<file path="config.mk">
export PLATFORM = sky130hd
export DESIGN_NAME = alu_share_arbiter
export DESIGN_NICKNAME = d
export VERILOG_FILES = /design/src/rtl/alu_share_arbiter.sv
export SDC_FILE = /design/constraint.sdc
export NUM_CORES = 1
export LEC_CHECK = 0
export CAP_MARGIN = 40
export CORE_MARGIN = 1
export CORE_UTILIZATION = 30
export DETAILED_ROUTE_END_ITERATION = 6
export SLEW_MARGIN = 20
export SYNTH_ARGS = -nofsm -noshare
export SYNTH_HDL_FRONTEND = slang
export SYNTH_SLANG_ARGS = --single-unit
</file>
<file path="constraint.sdc">
create_clock -name clk_i -period 4.9 [get_ports clk_i]
set_input_delay 0.735 -clock clk_i [delete_from_list [all_inputs] [get_ports clk_i]]
set_output_delay 0.735 -clock clk_i [all_outputs]
set_load 0.05 [all_outputs]
</file>
<file path="src/rtl/alu_share_arbiter.sv">
// alu_share_arbiter: round-robin sharing of one combinational ALU among NREQ requesters.
// Each accepted op spends one cycle on the ALU, then its registered response is held until taken.
module alu_share_arbiter #(
  parameter int NREQ = 2,
  parameter int IDW  = 1
) (
  input  logic                 clk_i,
  input  logic                 reset_i,
  input  logic [NREQ-1:0]      req_valid_i,
  output logic [NREQ-1:0]      req_ready_o,
  input  logic [32*NREQ-1:0]   req_a_i,
  input  logic [32*NREQ-1:0]   req_b_i,
  input  logic [4*NREQ-1:0]    req_ctrl_i,
  output logic [31:0]          alu_a_o,
  output logic [31:0]          alu_b_o,
  output logic [3:0]           alu_ctrl_o,
  input  logic [31:0]          alu_result_i,
  input  logic                 alu_zero_i,
  output logic                 rsp_valid_o,
  input  logic                 rsp_ready_i,
  output logic [IDW-1:0]       rsp_id_o,
  output logic [31:0]          rsp_result_o,
  output logic                 rsp_zero_o,
  output logic                 rsp_err_o,
  output logic                 busy_o
);
  typedef enum logic [1:0] {IDLE, EXEC, DONE} state_t;
  state_t state_q, state_d;
  logic [IDW-1:0] last_q, op_id_q, rsp_id_q, gnt_id, idx;
  logic [31:0] op_a_q, op_b_q, rsp_result_q;
  logic [3:0] op_ctrl_q;
  logic rsp_zero_q, rsp_err_q, gnt_found, legal, drive;
  // Scan from farthest to nearest so the nearest valid after last_q wins.
  always_comb begin
    gnt_found = 1'b0;
    gnt_id = '0;
    idx = '0;
    for (int k = NREQ; k >= 1; k--) begin
      idx = IDW'((int'(last_q) + k) % NREQ);
      if (req_valid_i[idx]) begin
        gnt_found = 1'b1;
        gnt_id = idx;
      end
    end
  end
  assign legal = (op_ctrl_q == 4'b0001) || (op_ctrl_q == 4'b0010) ||
                 (op_ctrl_q == 4'b0100) || (op_ctrl_q == 4'b1000);
  assign drive = (state_q == EXEC) && legal;
  assign alu_a_o = drive ? op_a_q : '0;
  assign alu_b_o = drive ? op_b_q : '0;
  assign alu_ctrl_o = drive ? op_ctrl_q : '0;
  assign req_ready_o = (!reset_i && state_q == IDLE && gnt_found) ? NREQ'(1) << gnt_id : '0;
  assign rsp_valid_o = (state_q == DONE);
  assign rsp_id_o = rsp_id_q;
  assign rsp_result_o = rsp_result_q;
  assign rsp_zero_o = rsp_zero_q;
  assign rsp_err_o = rsp_err_q;
  assign busy_o = (state_q != IDLE);
  always_comb begin
    state_d = state_q;
    state_d = (state_q == IDLE && gnt_found) ? EXEC :
              (state_q == EXEC) ? DONE :
              (state_q == DONE && rsp_ready_i) ? IDLE : state_q;
  end
  always_ff @(posedge clk_i or posedge reset_i) begin
    if (reset_i) begin
      state_q <= IDLE;
      last_q <= IDW'(NREQ - 1);
      op_id_q <= '0;
      op_a_q <= '0;
      op_b_q <= '0;
      op_ctrl_q <= '0;
      rsp_id_q <= '0;
      rsp_result_q <= '0;
      rsp_zero_q <= 1'b0;
      rsp_err_q <= 1'b0;
    end else begin
      state_q <= state_d;
      if (state_q == IDLE && gnt_found) begin
        op_id_q <= gnt_id;
        op_a_q <= req_a_i[32*gnt_id +: 32];
        op_b_q <= req_b_i[32*gnt_id +: 32];
        op_ctrl_q <= req_ctrl_i[4*gnt_id +: 4];
      end
      if (state_q == EXEC) begin
        rsp_id_q <= op_id_q;
        rsp_result_q <= legal ? alu_result_i : '0;
        rsp_zero_q <= legal ? alu_zero_i : 1'b1;
        rsp_err_q <= !legal;
      end
      if (state_q == DONE && rsp_ready_i) last_q <= rsp_id_q;
    end
  end
endmodule

</file>
Word-level counts from Yosys, hierarchy flattened
Index checks and enable logic that the tools add are counted.
{"block": "word_totals", "inputBits": 174, "out_inout_bits": 107, "wordCells": 54, "regBits": 107}
{"block": "op_classes", "n_lt_le_gt_ge": 2, "n_eq_ne": 6, "mux": 17, "shift": 4, "n_reduce_logical": 13, "add_sub_neg": 2}
{"operator": "$shiftx A64 B7 Y32", "n": 2}
{"operator": "$mux W32", "n": 3}
{"operator": "$mux W1", "n": 9}
{"operator": "$mux W2", "n": 4}
{"operator": "$shiftx A8 B4 Y4", "n": 1}
{"operator": "$logic_and A1 B1 Y1", "n": 5}
{"operator": "$eq A4 B1 Y1 const B", "n": 1}
{"operator": "$eq A4 B2 Y1 const B", "n": 1}
{"operator": "$eq A4 B3 Y1 const B", "n": 1}
{"operator": "$eq A4 B4 Y1 const B", "n": 1}
{"operator": "$lt A1 B2 Y1 const B", "n": 2}
{"operator": "$mux W4", "n": 1}
{"operator": "$logic_or A1 B1 Y1", "n": 3}
{"operator": "$reduce_bool A3 Y1", "n": 1}
{"operator": "$add A1 B1 Y1 const B", "n": 2}
{"operator": "$eq A2 B1 Y1 const B", "n": 1}
{"operator": "$eq A2 B2 Y1 const B", "n": 1}
{"operator": "$logic_not A1 Y1", "n": 2}
{"operator": "$logic_not A2 Y1", "n": 1}
{"operator": "$reduce_bool A2 Y1", "n": 1}
{"operator": "$shl A1 B1 Y2 const A", "n": 1}

Longest topological paths before layout
{"block": "logic_depth", "word_depth": 7, "depth_mapped": 5, "depth_no_buf": 3}

Worst setup path before layout
No wires, ideal clock.
{"block": "synth_path", "kind": "input-to-output", "start": "input reset_i", "end": "output req_ready_o[1]", "required_time_ns": 4.165, "t_arrival_ns": 3.707, "path_slack_ns": 0.458, "stages": 2, "cell_sequence": "inv_1 > and3_1"}
{"block": "synth_between", "elab_chain_len": 4}
{"element": "start: declaration", "line_no": "8", "source": "input logic reset_i,"}
{"element": "$logic_not A1 Y1 (no source line)"}
{"element": "$logic_and A1 B1 Y1 (2 in series)", "line_no": "52", "source": "assign req_ready_o = (!reset_i && state_q == IDLE && gnt_found) ? NREQ'(1) << gnt_id : '0;"}
{"element": "$mux W2", "line_no": "52"}
{"element": "end: declaration", "line_no": "10", "source": "output logic [NREQ-1:0] req_ready_o,"}
No other way between the ends.

Worst setup path in the final report
{"block": "layout_path", "start": "input req_valid_i[1]", "end": "output req_ready_o[1]"}
{"block": "layout_between", "elab_chain_len": 6}
{"element": "start: declaration", "line_no": "9", "source": "input logic [NREQ-1:0] req_valid_i,"}
{"element": "$mux W1 (not written as such) (2 in series)", "line_no": "40", "source": "if (req_valid_i[idx]) begin"}
{"element": "$mux W1 (2 in series)", "line_no": "40"}
{"element": "$shl A1 B1 Y2 / $logic_and A1 B1 Y1 (equally long branches)", "line_no": "52"}
{"element": "$mux W2 *", "line_no": "52"}
Every way passes the cells marked *; elsewhere a longest branch is shown, timed or not. The select of a mux whose other input is x is not followed.

==> results.md <==
* CTS Sinks at 107
* Number of global-route vias before repair at 4956
* Relative slew slack at 47.2%
* Hold Vio Cnt, Final at 0
* Clock Latency Late Sink at 0.35 ns
* Via count at 4595
* Syn Area/Cell at 12.5 µm²
* Max cap viols at 0
* Setup_tns at 0 ns
* P_int at 2840 µW
* Clk_skew at 0.0103 ns
* Most common cell in the netlist: mux2_2
* CTS Root Buffer Type: clkbuf_16
* NumNets Final at 910
* Slew Viols, Final at 0
* Post-synth EDFFs at 0
* Flop pwr share at 29.8%
* Vias per cell at 4.57
* Most frequent cells after synthesis: mux2_2, dfrtp_1, nand2_1
* Post-Syn Area at 0.00596 mm²
* Ranking of synthesized cells by area: dfrtp_1, mux2_2, nor3b_2
* Clock power frac at 13.5%
* Post-synthesis xor/xnor area fraction at 0.147%
* CTS tree: yes
* Flop and latch count out of synthesis at 107
* CP startpoint kind: primary input
* Final period util at 76.5%
* Maximum fanout along the worst path at 23
* Post-CTS Hold Fix Bufs at 0
* Syn. warnings at 0
* Drt drc at 0
* Initial DRC count at 100
* Arrival time of the worst setup path at 3.01 ns
* Compound-gate portion of the synthesized area at 3.86%
* Max VDD drop at 0.473 mV
* Die area at 0.0204 mm²
* Crit end category: output port
* I/O pin cnt at 281
* Post-Synth Simple-Gate Area at 19.8%
* Share of the synthesized area in the top cell type at 44.5%
* Initial antenna violation count at 0
* Post-CTS Resized at 0
* Switching Fraction at 43.9%
* Slew at the pin closest to its max-slew limit at 0.789 ns
* Register area share after synthesis at 45.0%
* Starting density of the core at 30.6%
* Avg WL per Cell at 16.4 µm
* Final setup viols at 0
* Routed WL at 16500 µm
* Post-CTS Setup Bufs at 0
* H-tree depth at 3
* Synth Flop Type: dfrtp_1
* Layout cells sized above 1 at 30.2%
* Global-route wire length before repair at 25500 µm
* Leading area contributor after synthesis: dfrtp_1
* Dpl hpwl at 12100 µm
* Ys async rst share at 100%
* Power Density at 549 mW/mm²
* Fillers at 1757
* Core ar. at 0.0195 mm²
* Max Root-Sink Buffers at 2
* Leak at 0.00342 µW
* Final ANT Viol Nets at 0
* Clk slew on worst S/H paths at 0.07 ns
* Cells after Synth at 476
* Fraction of synthesized area in multiplexers at 26.1%
* Num CTS Buffers at 9
* Largest family of logic cells by synthesized area: multiplexers
* Type of the worst setup path: in2out
* Tmin final at 3.75 ns
* RSZ-0062 raised after global routing: no
* WP data required at 4.16 ns
* Total gr overflow at 0
* Routability cong. at 0.705
* Die H at 143 µm
* Die width at 143 µm
* Adder-Cell Fraction of Synth Area at 0%
* P&R area growth vs syn at 54.8%
* Yosys cell types at 27
* Sw power at 2220 µW
* Synth Net Count at 650
* GRT Overall Usage at 16.3%
* 1st-pass router iterations at 4
* Status: complete, no violations
* Fmax at 267 MHz
* Worst hold path type: reg2reg
* Hold_ws at 0.486 ns
* Port bufs at 280
* Combinational power share at 56.7%
* Largest net degree at the start of global routing at 60
* Row cnt at 51
* Ant. Diodes at 0
-- critical path: stages --
cell and delay [ns]:
clkdlybuf4s50_1 0.52, a21boi_4 0.68, and3_1 0.25, clkdlybuf4s50_1 0.82
-- metrics by stage --
step | power, µW | instances | cell area, µm² | setup WS (ns) | util, %
2_1_floorplan | 3640 | 476 | 5960 | 0.458 | -
3_3_place_gp | 4370 | 988 | 8900 | 1.20 | 45.7
3_5_place_dp | 4450 | 990 | 8950 | 1.13 | 46.0
4_1_cts | 5160 | 1006 | 9230 | 1.12 | 47.4
5_1_grt | 5380 | 1006 | 9230 | 1.03 | 47.4
6_report | 5060 | 1006 | 9230 | 1.15 | 47.4
-- power by group through the flow --
stage | clock (µW) | sequential (µW) | combinational [µW]
after floorplan | 0 | 1810 | 1830
after global placement | 0 | 1500 | 2870
after CTS | 717 | 1510 | 2930
after global routing | 747 | 1570 | 3060
after detailed placement | 0 | 1520 | 2930
final | 684 | 1510 | 2870
-- final timing paths --
check	endpoint	slack [ns]	cells past startpoint	from
max	req_ready_o[1]	1.15	4	req_valid_i[1]
min	rsp_result_o[29]	0.49	2	rsp_result_o[29]
max reg2reg	op_a_q[9]	2.40	4	last_q
min reg2reg	rsp_result_o[29]	0.49	2	rsp_result_o[29]
max in group asynchronous	rsp_result_o[17]	3.05	4	reset_i
min in group asynchronous	op_b_q[15]	0.76	2	reset_i
-- cell usage in the layout (no fill, tap or decap), types with 2 or more instances in the layout --
master	n
buf_12	3
clkinvlp_4	2
o21ai_0	33
mux2_2	126
buf_4	5
mux2_1	12
and3_1	2
inv_1	2
nand2_1	70
clkbuf_16	9
clkdlybuf4s50_1	280
nor3b_2	67
clkbuf_1	3
dfrtp_1	106
-- routing by layer --
layer | track usage (%) | vias to the layer above | wire length, µm
li1 | - | 2179 | -
met1 | 17.7 | 2229 | 6650
met2 | 29.5 | 167 | 8340
met3 | 5.06 | 20 | 1240
met4 | 5.60 | 0 | 305
met5 | 0 | - | 0
-- cell families (layout without fill, tap and decap cells) --
kind of cell,Yosys count,in the layout
DFF,107,107
buffers and inverters,43,308
xor gates and xnor gates,1,1
and+or+nand+nor,148,148
AOI/OAI and AO/OA,39,39
muxes,138,138
-- state kept, by name (all words and copies together) (netlist names) --
register and count:
last_q 1, op_a_q 32, op_b_q 32, op_ctrl_q 4
op_id_q 1, rsp_err_o 1, rsp_id_o 1, rsp_result_o 32
rsp_zero_o 1, state_q 2
-- layout make-up --
cell class	instances	area, µm²	share of cell area [%]
inverters	3	13.8	0.149
well taps	265	332	3.59
repair buffers	289	2930	31.7
clock inverters	3	23.8	0.258
flip-flops and latches	107	2680	29.0
clock buffers	13	250	2.71
multi-input cells	326	3000	32.5
Note: power is estimated with default switching activity, not from simulation.
